[config.mk]
export PLATFORM = sky130hd
export DESIGN_NAME = fir_coef_loader
export DESIGN_NICKNAME = d
export VERILOG_FILES = /design/src/rtl/fir_coef_pkg.sv /design/src/rtl/fir_coef_loader_tap_counter.sv /design/src/rtl/fir_coef_loader.sv
export SDC_FILE = /design/constraint.sdc
export NUM_CORES = 1
export LEC_CHECK = 0
export CAP_MARGIN = 0
export CORE_MARGIN = 4
export CORE_UTILIZATION = 50
export CTS_CLUSTER_SIZE = 24
export DETAILED_ROUTE_END_ITERATION = 16
export DONT_BUFFER_PORTS = 1
export GPL_ROUTABILITY_DRIVEN = 0
export REMOVE_ABC_BUFFERS = 1
export SLEW_MARGIN = 10
export SYNTH_ARGS = -nofsm -noshare
export SYNTH_HDL_FRONTEND = slang
export SYNTH_HIERARCHICAL = 1
export SYNTH_SLANG_ARGS = --single-unit
[constraint.sdc]
create_clock -name clk -period 8.1 [get_ports clk]
set_clock_uncertainty 0.05 [all_clocks]
set_input_delay 0.405 -clock clk [delete_from_list [all_inputs] [get_ports clk]]
set_output_delay 0.405 -clock clk [all_outputs]
set_load 0.02 [all_outputs]
[src/rtl/fir_coef_pkg.sv]
// Shared constants for the FIR coefficient loader: FSM encoding, coefficient
// width and the RAM address-width helper.
package fir_coef_pkg;

    localparam int COEF_WIDTH = 16;

    localparam logic [1:0] ST_IDLE  = 2'd0;
    localparam logic [1:0] ST_PEND  = 2'd1;
    localparam logic [1:0] ST_WRITE = 2'd2;

    // RAM address is {filter, tap}
    function automatic int coef_addr_width(input int num_filters, input int max_taps);
        return $clog2(num_filters) + $clog2(max_taps);
    endfunction

    localparam int DEF_ADDR_W = coef_addr_width(4, 256);

endpackage

[src/rtl/fir_coef_loader_tap_counter.sv]
// Tap index counter for the coefficient loader: wraps at the effective tap
// count, clears synchronously, and pulses filter_loaded on wrap.
module coef_tap_counter #(
    parameter int MAX_TAPS = 256
) (
    input  logic                        clk,
    input  logic                        reset_n,
    input  logic                        clear,
    input  logic                        advance,
    input  logic [7:0]                  taps_reg,
    output logic [$clog2(MAX_TAPS)-1:0] tap_index,
    output logic [$clog2(MAX_TAPS)-1:0] tap_next,
    output logic                        wrap,
    output logic                        filter_loaded
);

    localparam int TW = $clog2(MAX_TAPS);

    logic [TW-1:0] n_m1;

    always_comb begin
        if (taps_reg == 8'd0 || {1'b0, taps_reg} > 9'(MAX_TAPS))
            n_m1 = TW'(MAX_TAPS - 1);
        else
            n_m1 = TW'(taps_reg - 8'd1);
    end

    // >= rather than == so a taps register shrunk mid-load still wraps
    assign wrap = advance && !clear && (tap_index >= n_m1);

    always_comb begin
        tap_next = tap_index;
        if (clear)
            tap_next = '0;
        else if (advance)
            tap_next = wrap ? '0 : tap_index + TW'(1);
    end

    always_ff @(posedge clk) begin
        if (!reset_n) begin
            tap_index     <= '0;
            filter_loaded <= 1'b0;
        end else begin
            tap_index     <= tap_next;
            filter_loaded <= wrap;
        end
    end

endmodule

[src/rtl/fir_coef_loader.sv]
// FIR coefficient RAM write engine with one-deep pending buffer and busy
// arbitration. Define FIR_COEF_CHECKSUM_EN to add the coef_checksum output.
//
// state    | meaning
// IDLE     | no coefficient buffered
// PEND     | coefficient buffered, waiting for ram_busy low
// WRITE    | coef_we high this cycle; tap advances at the end
module fir_coef_loader
    import fir_coef_pkg::*;
#(
    parameter int NUM_FILTERS = 4,
    parameter int MAX_TAPS    = 256,
    parameter int COEF_WIDTH  = fir_coef_pkg::COEF_WIDTH
) (
    input  logic                   clk,
    input  logic                   reset_n,
    input  logic                   coef_wr_stb,
    input  logic [7:0]             coef_wr_lsb_data_reg,
    input  logic [7:0]             coef_wr_msb_data_reg,
    input  logic [7:0]             filter_select_reg,
    input  logic [7:0]             taps_per_filter_reg,
    input  logic                   load_restart,
    input  logic                   ram_busy,
    output logic                   coef_we,
    output logic [coef_addr_width(NUM_FILTERS, MAX_TAPS)-1:0] coef_addr,
    output logic [COEF_WIDTH-1:0]  coef_wdata,
    output logic [$clog2(MAX_TAPS)-1:0] tap_index,
    output logic                   filter_loaded,
    output logic [NUM_FILTERS-1:0] loaded_mask,
    output logic                   overflow,
    output logic                   sel_error,
`ifdef FIR_COEF_CHECKSUM_EN
    output logic [COEF_WIDTH-1:0]  coef_checksum,
`endif
    output logic                   busy
);

    localparam int FW = $clog2(NUM_FILTERS);
    localparam int TW = $clog2(MAX_TAPS);
    localparam int AW = coef_addr_width(NUM_FILTERS, MAX_TAPS);

    logic [1:0]            state;
    logic [7:0]            filt_q;
    logic [AW-1:0]         buf_addr;
    logic [COEF_WIDTH-1:0] buf_data;
    logic                  sel_in_range;
    logic                  strb_ok;
    logic                  fsel_change;
    logic                  advance;
    logic                  capture;
    logic [TW-1:0]         tap_next;
    logic                  wrap;

    assign sel_in_range = {1'b0, filter_select_reg} < 9'(NUM_FILTERS);
    assign strb_ok      = coef_wr_stb && sel_in_range;
    assign fsel_change  = (filter_select_reg != filt_q) || load_restart;
    assign advance      = (state == ST_WRITE);
    assign capture      = strb_ok && (state == ST_IDLE || state == ST_WRITE);

    coef_tap_counter #(.MAX_TAPS(MAX_TAPS)) u_tap_counter (
        .clk           (clk),
        .reset_n       (reset_n),
        .clear         (fsel_change),
        .advance       (advance),
        .taps_reg      (taps_per_filter_reg),
        .tap_index     (tap_index),
        .tap_next      (tap_next),
        .wrap          (wrap),
        .filter_loaded (filter_loaded)
    );

    always_ff @(posedge clk) begin
        if (!reset_n) begin
            state       <= ST_IDLE;
            filt_q      <= '0;
            buf_addr    <= '0;
            buf_data    <= '0;
            coef_we     <= 1'b0;
            loaded_mask <= '0;
            overflow    <= 1'b0;
            sel_error   <= 1'b0;
        end else begin
            filt_q <= filter_select_reg;
            if (coef_wr_stb && !sel_in_range)
                sel_error <= 1'b1;

            case (state)
                ST_IDLE: begin
                    if (strb_ok)
                        state <= ST_PEND;
                end
                ST_PEND: begin
                    if (coef_wr_stb)
                        overflow <= 1'b1;
                    if (!ram_busy) begin
                        coef_we <= 1'b1;
                        state   <= ST_WRITE;
                    end
                end
                ST_WRITE: begin
                    coef_we <= 1'b0;
                    state   <= strb_ok ? ST_PEND : ST_IDLE;
                end
                default: begin
                    coef_we <= 1'b0;
                    state   <= ST_IDLE;
                end
            endcase

            // tap_next already reflects this edge's advance or restart
            if (capture) begin
                buf_data <= {coef_wr_msb_data_reg, coef_wr_lsb_data_reg};
                buf_addr <= {filter_select_reg[FW-1:0], tap_next};
            end

            if (wrap)
                loaded_mask[buf_addr[AW-1:TW]] <= 1'b1;
            if (fsel_change && sel_in_range)
                loaded_mask[filter_select_reg[FW-1:0]] <= 1'b0;
        end
    end

    assign coef_addr  = buf_addr;
    assign coef_wdata = buf_data;
    assign busy       = (state != ST_IDLE);

`ifdef FIR_COEF_CHECKSUM_EN
    always_ff @(posedge clk) begin
        if (!reset_n)
            coef_checksum <= '0;
        else if (fsel_change)
            coef_checksum <= '0;
        else if (advance)
            coef_checksum <= coef_checksum + buf_data;
    end
`endif

endmodule

* Word-level counts from Yosys, hierarchy flattened
Cells that the tools add are included.
Operators by class: add/subtract/negate cells 2, magnitude comparators 7, equality and inequality tests 5, muxes and demuxes 17, bitwise operators 4, reductions and logical operators 19
Operators with widths (number):
- 8-bit 2-to-1 mux | 4
- 4-bit 2-to-1 mux | 3
- 8-bit by 9-bit greater-than comparator with 1-bit output, second input constant | 1
- 8-bit by 1-bit adder with 8-bit output, second input constant | 1
- 8-bit greater-or-equal comparator | 1
- 1-bit logical AND | 8
- 8-bit logical NOT | 1
- 8-bit by 3-bit less-than comparator with 1-bit output, second input constant | 1
- 8-bit != test | 1
- 8-bit by 1-bit subtractor with 8-bit output, second input constant | 1
- 2-bit by 3-bit less-than comparator with 1-bit output, second input constant | 2
- 2-bit one-hot mux with 3 select lines | 1
- 2-bit AND reduction | 3
- 4-bit bitwise AND | 1
- 1-bit demux with 2-bit select | 2
- 2-bit by 1-bit greater-or-equal comparator with 1-bit output, second input constant | 2
- 1-bit 2-to-1 mux | 4
- 2-bit 2-to-1 mux | 2
- 2-bit != test, second input constant | 2
- 4-bit inverter | 1
- 4-bit bitwise OR | 1
- 1-bit logical OR | 3
- 2-bit by 1-bit == test with 1-bit output, second input constant | 1
- 2-bit == test, second input constant | 1
- 5 further kinds | 6
Storage, ports and cells: register bits after elaboration 52, bits of input ports 37, logic and storage cells 64

* Logic depth before layout (Yosys ltp)
Gate-level depths: netlist of the first run.
word-level depth 9, gate-level depth with buffers 15

* Modules after synthesis
The synthesis of the first run kept the hierarchy.
Modules (own cells, without submodules):
- fir_coef_loader | times used 1, cells each 156, area an instance 1682.9 um^2, sequential area each 860.8 um^2
- coef_tap_counter | times used 1, cells each 115, area an instance 930.9 um^2, sequential area each 180.2 um^2

* Worst setup path before layout of the first run
No wires, ideal clock.
kind input to register, start input taps_per_filter_reg[2], end register loaded_mask[0], setup time 74 ps, arrival 3124 ps, data required time 7976 ps, slack 4852 ps, stages on the path 12, path buffers 1, path through or4_4 -> nor4b_4 -> nor2_1 -> ha_1 -> nor3_1 -> or4_4 -> o21ai_4 -> buf_6 -> and2_1 -> nor3b_1 -> o21ai_0 -> a31oi_1
On the way: longest elaborated chain between the ends 9, elaborated cells on any way between the ends 11
Ends and longest elaborated chain:
- from (decl) | RTL line fir_coef_loader.sv:21 | input logic [7:0] taps_per_filter_reg,
- 8-bit by 9-bit greater-than comparator with 1-bit output / 8-bit logical NOT (equally long branches) | RTL line fir_coef_loader_tap_counter.sv:22 | if (taps_reg == 8'd0 || {1'b0, taps_reg} > 9'(MAX_TAPS))
- 1-bit logical OR | RTL line fir_coef_loader_tap_counter.sv:22
- 8-bit 2-to-1 mux (*) | RTL line fir_coef_loader_tap_counter.sv:22
- 8-bit greater-or-equal comparator (*) | RTL line fir_coef_loader_tap_counter.sv:29 | assign wrap = advance && !clear && (tap_index >= n_m1);
- 1-bit logical AND (*) | RTL line fir_coef_loader_tap_counter.sv:29
- named net wrap | RTL line fir_coef_loader.sv:52 | logic wrap;
- 4-bit 2-to-1 mux (*) | RTL line fir_coef_loader.sv:116 | if (wrap)
- 4-bit 2-to-1 mux (*) | RTL line fir_coef_loader.sv:73 | if (!reset_n) begin
- 4-bit bitwise AND (no source line)
- 4-bit 2-to-1 mux (*) | RTL line fir_coef_loader.sv:118 | if (fsel_change && sel_in_range)
- to (signal assigned) | RTL line fir_coef_loader.sv:79 | loaded_mask <= '0;
- to (signal, indexed assignment) | RTL line fir_coef_loader.sv:117 | loaded_mask[buf_addr[AW-1:TW]] <= 1'b1;
- to (signal, indexed assignment) | RTL line fir_coef_loader.sv:119 | loaded_mask[filter_select_reg[FW-1:0]] <= 1'b0;
- to (decl) | RTL line fir_coef_loader.sv:29 | output logic [NUM_FILTERS-1:0] loaded_mask,
The timed path passes the listed nets; every way through them passes the cells marked *. The select of a mux whose other input is x is not followed. A chain may end at the register's enable or synchronous reset.

* Worst setup path after layout of the first run
Same ends and word-level chain as after synthesis.

==> impl_metrics.yaml, run 1 <==
yosys:
  synth-seq-area-share: 0.398
  syn_inst: 271
  postSynthRegisterBits: 52
  yosysWarningCount: 6
  avgSynthCellArea_um2: 9.64
  post_synth_instance_area_um2: 2610
  synthDistinctLibCells: 41
run:
  max_cap_viol_count: 0
clock_tree:
  postCtsResizedCells: 0
  clk_root_buffer_cell: "clkbuf_8"
  clock_sink_count: 52
  hold_buffers: 0
  cts_post_setup_buffers_inserted: 0
  h_tree_depth_reported_by_cts: 2
  cts_tree: "done"
  cts_buffer_depth: 2
  cts.clk_slew.worst_paths_ns: 0.09
  numCtsBuffers: 5
  clk_latency_ns: 0.30
floorplanning:
  io_pins: 80
  die_h_um: 80.3
  die_area_um2: 6450
  floorplan.initialDensity: 0.515
  fp-row-count: 26
  floorplan.core_area_um2: 5070
  die_width_um: 80.3
detailed_routing:
  dr.pass1.iters: 4
  wl_per_cell_um: 15.2
  dr.first_iter.drc_count: 107
  dr_drc_count: 0
  drt-total-wl_um: 5140
  ant_nets: 0
  drt-vias-per-instance: 5.37
  overall_via_count_from_detail_route: 1814
timing:
  worst_slew_pin_slew_ns: 0.969
  slew_headroom: 0.352
  timing.final.max_slew_violations: 0
  finalSetupViolCount: 0
  grt_setup_unrepaired: "false"
  period_needed_ns: 3.21
  max_freq_mhz: 311
  totalNegativeSetupSlack_ns: 0
  hold_viol_final: 0
  crit_path_setup_slack_layout_ns: 4.89
  finalCritPeriodShare: 0.397
power:
  p_per_area_nw_per_um2: 168
  ir_drop_mv: 0.129
  leakage_nw: 1.16
finish:
  area.growth.synth_to_final_pct: 4.36
  regArea_um2: 1040
  drive_above_1_share: 0.0634
  antenna_cells: 0
  multi_input_comb_area_um2: 1450
  nNetsFinal: 315
  n_fill_cell: 489
place:
  placement.io_buffers: 0
  worst_slack_at_placement_ns: 4.57
  hpwlAfterDp_um: 3700
critical_path:
  r2r_cells: 8
  cp-start-kind: "primary input"
  crit_type: "in2reg"
  worst-path-max-fanout: 16
  endpoint_kind: "register"
  critical_path_arrival_ns: 3.39
  required_ns: 8.28
global_route:
  maximum_number_of_pins_on_one_net_before_global_route_repair: 47
  wire_length_of_the_first_global_routing_pass_um: 8240
  grtUsageTotal: 0.162
  number_of_global_route_vias_before_repair: 1760
  grt_antenna_before_repair: 0
  globalRoute.totalOverflow: 0
hold_path:
  hold_path_depth: 1
  hp-class: "in2reg"
run_status:
  status: "complete, no violations"
-- kinds of logic (layout without fill, tap and decap cells) --
| group | count (synthesis) | in the layout | synth area share |
|---|---|---|---|
| flip-flops | 52 | 52 | 0.398 |
| XOR/XNOR | 17 | 17 | 0.0570 |
| AO/OA/AOI/OAI | 39 | 39 | 0.107 |
| AND/OR/NAND/NOR | 106 | 106 | 0.238 |
| adder cells (fa/ha/maj) | 11 | 11 | 0.0527 |
| multiplexers | 26 | 26 | 0.0996 |
| buffers and inverters | 20 | 17 | 0.0469 |
-- through the flow --
stage          area [um^2]  total power [W]  cells  hold slack (ns)  utilization
2_1_floorplan         2520         0.000286    259            0.377            -
3_3_place_gp          2620         0.000288    330            0.402        0.516
3_5_place_dp          2620         0.000289    330            0.414        0.516
4_1_cts               2730         0.000465    338            0.135        0.537
5_1_grt               2730         0.000480    338            0.130        0.537
6_report              2730         0.000458    338            0.146        0.537
-- layer usage --
layer / track usage / wire length [um]
met3: 0.0504 / 436
met5: 0 / 0
met1: 0.215 / 2220
met4: 0.0456 / 57
met2: 0.252 / 2430
-- critical path, stage by stage --
cell and delay, ns:
or4_4 0.55, nor4b_4 0.39, nor3b_1 0.10, ha_1 0.28
nand2_1 0.07, or4_4 0.55, o21ai_4 0.36, and2_1 0.25
nor3b_1 0.18, o21ai_0 0.10, a31oi_1 0.14
-- cells in the final DEF (no fill, tap or decap), types with 8 or more instances in the layout --
master,instances
nand2_1,13
a211oi_1,10
nor2_1,17
dfxtp_1,52
nor2b_1,32
and2_1,8
xor2_1,12
o21ai_0,10
inv_1,8
mux2i_1,26
ha_1,11
-- registers in the layout (all words and copies together), names as in the netlist --
name,flops
filt_q,8
state,2
sel_error,1
overflow,1
loaded_mask,4
u_tap_counter/tap_index,8
u_tap_counter/filter_loaded,1
coef_we,1
coef_addr,10
coef_wdata,16
-- synthesized netlist by cell type, drive strengths merged --
master / count / share of area
and3b: 1 / 0.0034
or4: 2 / 0.0086
clkbuf: 7 / 0.010
nor3: 5 / 0.0096
o32ai: 1 / 0.0034
nor2: 17 / 0.024
nor2b: 32 / 0.077
o221ai: 2 / 0.0067
a31oi: 5 / 0.012
o21ai: 11 / 0.025
buf: 5 / 0.025
nand3: 6 / 0.011
a2111oi: 1 / 0.011
a21oi: 5 / 0.0096
ha: 11 / 0.053
o22ai: 1 / 0.0024
nand3b: 1 / 0.0029
inv: 8 / 0.011
xnor2: 5 / 0.017
nor3b: 3 / 0.0086
nand4: 2 / 0.0048
o21a: 2 / 0.0057
nand2b: 6 / 0.014
nand2: 13 / 0.019
a211oi: 10 / 0.029
dfxtp: 52 / 0.40
nor4b: 1 / 0.0091
xor2: 12 / 0.040
mux2i: 26 / 0.10
and4b: 1 / 0.0038
nand4b: 1 / 0.0034
and3: 3 / 0.0072
nor4: 2 / 0.0072
a21boi: 1 / 0.0029
or2: 1 / 0.0024
and2: 9 / 0.022
-- final timing paths --
| check | startpoint | end | slack (ns) |
|---|---|---|---|
| setup / recovery | taps_per_filter_reg[2] | loaded_mask[0] | 4.89 |
| hold / removal | filter_select_reg[1] | loaded_mask[3] | 0.15 |
| setup reg to reg | u_tap_counter/tap_index[2] | loaded_mask[0] | 5.39 |
| hold reg to reg | state[1] | coef_we | 0.42 |
-- power by group --
| part | switching [W] | internal [W] | total (W) |
|---|---|---|---|
| sequential | 0.00000233 | 0.000258 | 0.000261 |
| clock | 0.0000839 | 0.0000915 | 0.000175 |
| combinational | 0.00000969 | 0.0000124 | 0.0000221 |
| total | 0.0000959 | 0.000362 | 0.000458 |
-- cell type report --
cell class | count | area share
multi-input cells | 199 | 0.532
flip-flops and latches | 52 | 0.382
well taps | 70 | 0.0321
clock buffers | 5 | 0.0252
clock inverters | 3 | 0.0156
inverters | 8 | 0.0110
repair buffers | 1 | 0.00275
Note: power is estimated with default switching activity, not from simulation.
==> run 2: changes to the inputs <==
--- a/config.mk
+++ b/config.mk
@@ -5,6 +5,7 @@
 export SDC_FILE = /design/constraint.sdc
 export NUM_CORES = 1
 export LEC_CHECK = 0
+export ABC_AREA = 1
 export CAP_MARGIN = 0
 export CORE_MARGIN = 4
 export CORE_UTILIZATION = 50
@@ -12,6 +13,7 @@
 export DETAILED_ROUTE_END_ITERATION = 16
 export DONT_BUFFER_PORTS = 1
 export GPL_ROUTABILITY_DRIVEN = 0
+export PLACE_DENSITY = 0.68
 export REMOVE_ABC_BUFFERS = 1
 export SLEW_MARGIN = 10
 export SYNTH_ARGS = -nofsm -noshare
==> constraint.sdc (replaced) <==
create_clock -name clk -period 2.8 [get_ports clk]
set_clock_uncertainty 0.05 [all_clocks]
set_input_delay 0.14 -clock clk [delete_from_list [all_inputs] [get_ports clk]]
set_output_delay 0.14 -clock clk [all_outputs]
set_load 0.02 [all_outputs]
==> impl_metrics.yaml, run 2 <==
critical_path:
  cp-start-kind: "register"
  crit_type: "reg2reg"
  r2r_setup_slack_ns: 0.71
  r2r-start: "state[0]"
  required_ns: 2.94
  crit-reg2reg-capture: "state[1]"
  endpoint_kind: "register"
  r2r_cells: 4
  critical_path_arrival_ns: 2.22
  worst-path-max-fanout: 30
power:
  finalPower_w: 0.00143
  p_per_area_nw_per_um2: 434
  leakage_nw: 1.46
  ir_drop_mv: 0.343
timing:
  max_freq_mhz: 480
  worst_slew_pin_slew_ns: 0.986
  finalHoldWorstSlack_ns: 0.0226
  finalCritPeriodShare: 0.745
  period_needed_ns: 2.09
  totalNegativeSetupSlack_ns: 0
  slew_headroom: 0.341
  timing.final.max_slew_violations: 0
  grt_setup_unrepaired: "false"
  hold_viol_final: 0
  finalSetupViolCount: 0
run_status:
  status: "complete, no violations"
yosys:
  synth_common_cells: "nand2_1, inv_1, dfxtp_1"
  ffs_w_async_s_r_synth: 0
  synth.most_common_cell: "nand2_1"
  combinational_family_with_the_most_area_after_synthesis: "simple AND/OR/NAND/NOR gates"
  post_synth_simple_gate_area: 0.323
  avgSynthCellArea_um2: 7.34
  post_synth_instance_area_um2: 2760
  synth_enable_flop_cells: 0
  yosysWarningCount: 6
  post-synth-top-area-cell: "dfxtp_1"
  yosys.area.top_type_share: 0.377
  synthDistinctLibCells: 34
  synth-compound-area-share: 0.123
  synthTopCellsByArea: "dfxtp_1, nand2_1, inv_1"
  synth-seq-area-share: 0.377
  yosys.area_share.xor_xnor: 0.0127
  synth_flop_cell: "dfxtp_1"
  synth_mux_area_frac: 0
  postSynthRegisterBits: 52
  syn_inst: 376
  arithmetic_cell_share_of_the_synthesized_area_counting_full_adders_half_adders_and_majority_gates: 0.0499
clock_tree:
  clk_latency_ns: 0.29
  cts_post_setup_buffers_inserted: 0
  clock_sink_count: 52
  numCtsBuffers: 5
  cts_tree: "done"
  clk_root_buffer_cell: "clkbuf_8"
  cts_buffer_depth: 2
  h_tree_depth_reported_by_cts: 2
  cts.clk_slew.worst_paths_ns: 0.09
detailed_routing:
  overall_via_count_from_detail_route: 2424
  wl_per_cell_um: 13.9
  dr.first_iter.drc_count: 141
  ant_nets: 0
  dr.pass1.iters: 4
  dr_drc_count: 0
  drt-total-wl_um: 6730
  drt-vias-per-instance: 5.02
finish:
  multi_input_comb_area_um2: 1400
  nNetsFinal: 460
  drive_above_1_share: 0.140
  most-common-layout-cells: "nand2_1, inv_1, dfxtp_1"
  finish.cell_count_without_fillers: 483
  mostFrequentLayoutCell: "nand2_1"
  antenna_cells: 0
  largest_register_ffs: 16
  regArea_um2: 1040
  area.growth.synth_to_final_pct: 19.1
  n_fill_cell: 485
hold_path:
  hold_end: "loaded_mask[1]"
  hold_path_depth: 4
  hp-class: "in2reg"
  hold_start: "filter_select_reg[1]"
floorplanning:
  floorplan.initialDensity: 0.527
  die_h_um: 82.3
  io_pins: 80
  fp-row-count: 26
  floorplan.core_area_um2: 5240
  die_area_um2: 6770
  die_width_um: 82.3
global_route:
  grt_antenna_before_repair: 0
  grtUsageTotal: 0.207
  maximum_number_of_pins_on_one_net_before_global_route_repair: 31
  globalRoute.totalOverflow: 0
  number_of_global_route_vias_before_repair: 2424
  wire_length_of_the_first_global_routing_pass_um: 11000
place:
  hpwlAfterDp_um: 4420
  dpl.cell_count: 438
  placement.io_buffers: 0
run:
  max_cap_viol_count: 0
-- run 2: cell types whose count changed in the layout (fill, tap and decap cells not counted), sizes merged, moves of 22 or more --
cell and delta:
a21oi +33, dlygate4sd3 +37, inv +52, mux2i -26, nand2 +80, nand3 +35
nor2 +22, nor2b -32
-- run 2: layout make-up --
cell class | count | area share
clock buffer | 7 | 0.0293
clock inverter | 1 | 0.00914
multi-input combinational | 251 | 0.427
tap | 70 | 0.0266
sequential | 52 | 0.317
inverter | 61 | 0.0697
timing repair buffer | 41 | 0.122
-- run 2: per-layer routing --
metal	vias up	track usage	routed length (um)
li1	1253	-	-
met1	1096	0.244	2800
met2	70	0.365	3390
met3	5	0.0651	495
met4	0	0.0449	40
met5	-	0	0
-- run 2: metrics by stage --
| step | instance area, um^2 | utilization | setup slack (ns) |
|---|---|---|---|
| global placement | 2790 | 0.533 | 0.673 |
| finish | 3290 | 0.628 | 0.715 |
| floorplan | 2670 | - | 0.494 |
| detailed placement | 2790 | 0.533 | 0.578 |
| global route | 3290 | 0.628 | 0.504 |
| CTS | 3290 | 0.628 | 0.722 |
-- run 2: kinds of logic (layout without fill, tap and decap cells) --
group | Yosys count | count (layout)
DFF | 52 | 52
xor gates and xnor gates | 4 | 4
adders and majority gates | 11 | 11
buffers and inverters | 73 | 110
AOI/OAI and AO/OA | 53 | 53
and+or+nand+nor | 183 | 183
-- run 2: critical path, cell delays in order (launching register included) --
cell and delay [ns]:
dfxtp_1 0.41, nor2_2 0.07, nand2_1 0.72, a21oi_1 0.13
dlygate4sd3_1 0.60
-- run 2: worst max path at each step --
stage / startpoint / to / slack [ns] / cells past startpoint
6_report: state[0] / state[1] / 0.71 / 4
5_1_grt: u_tap_counter/tap_index[0] / loaded_mask[1] / 0.50 / 14
4_1_cts: state[0] / state[1] / 0.72 / 4
3_5_place_dp: taps_per_filter_reg[2] / coef_addr[6] / 0.58 / 17
3_3_place_gp: taps_per_filter_reg[0] / coef_addr[3] / 0.67 / 15
2_1_floorplan: state[0] / coef_addr[8] / 0.49 / 4
-- run 2: timing repair --
| action | in CTS | in global routing |
|---|---|---|
| endpoints found under the setup margin | 0 | 0 |
| gates resized for setup | 0 | 0 |
| hold buffers | 37 | 0 |
| endpoints found under the hold margin | 32 | 0 |
-- run 2: power by group --
group          internal (W)  switching (W)
sequential         0.000747     0.00000784
combinational     0.0000608      0.0000669
clock              0.000315       0.000229
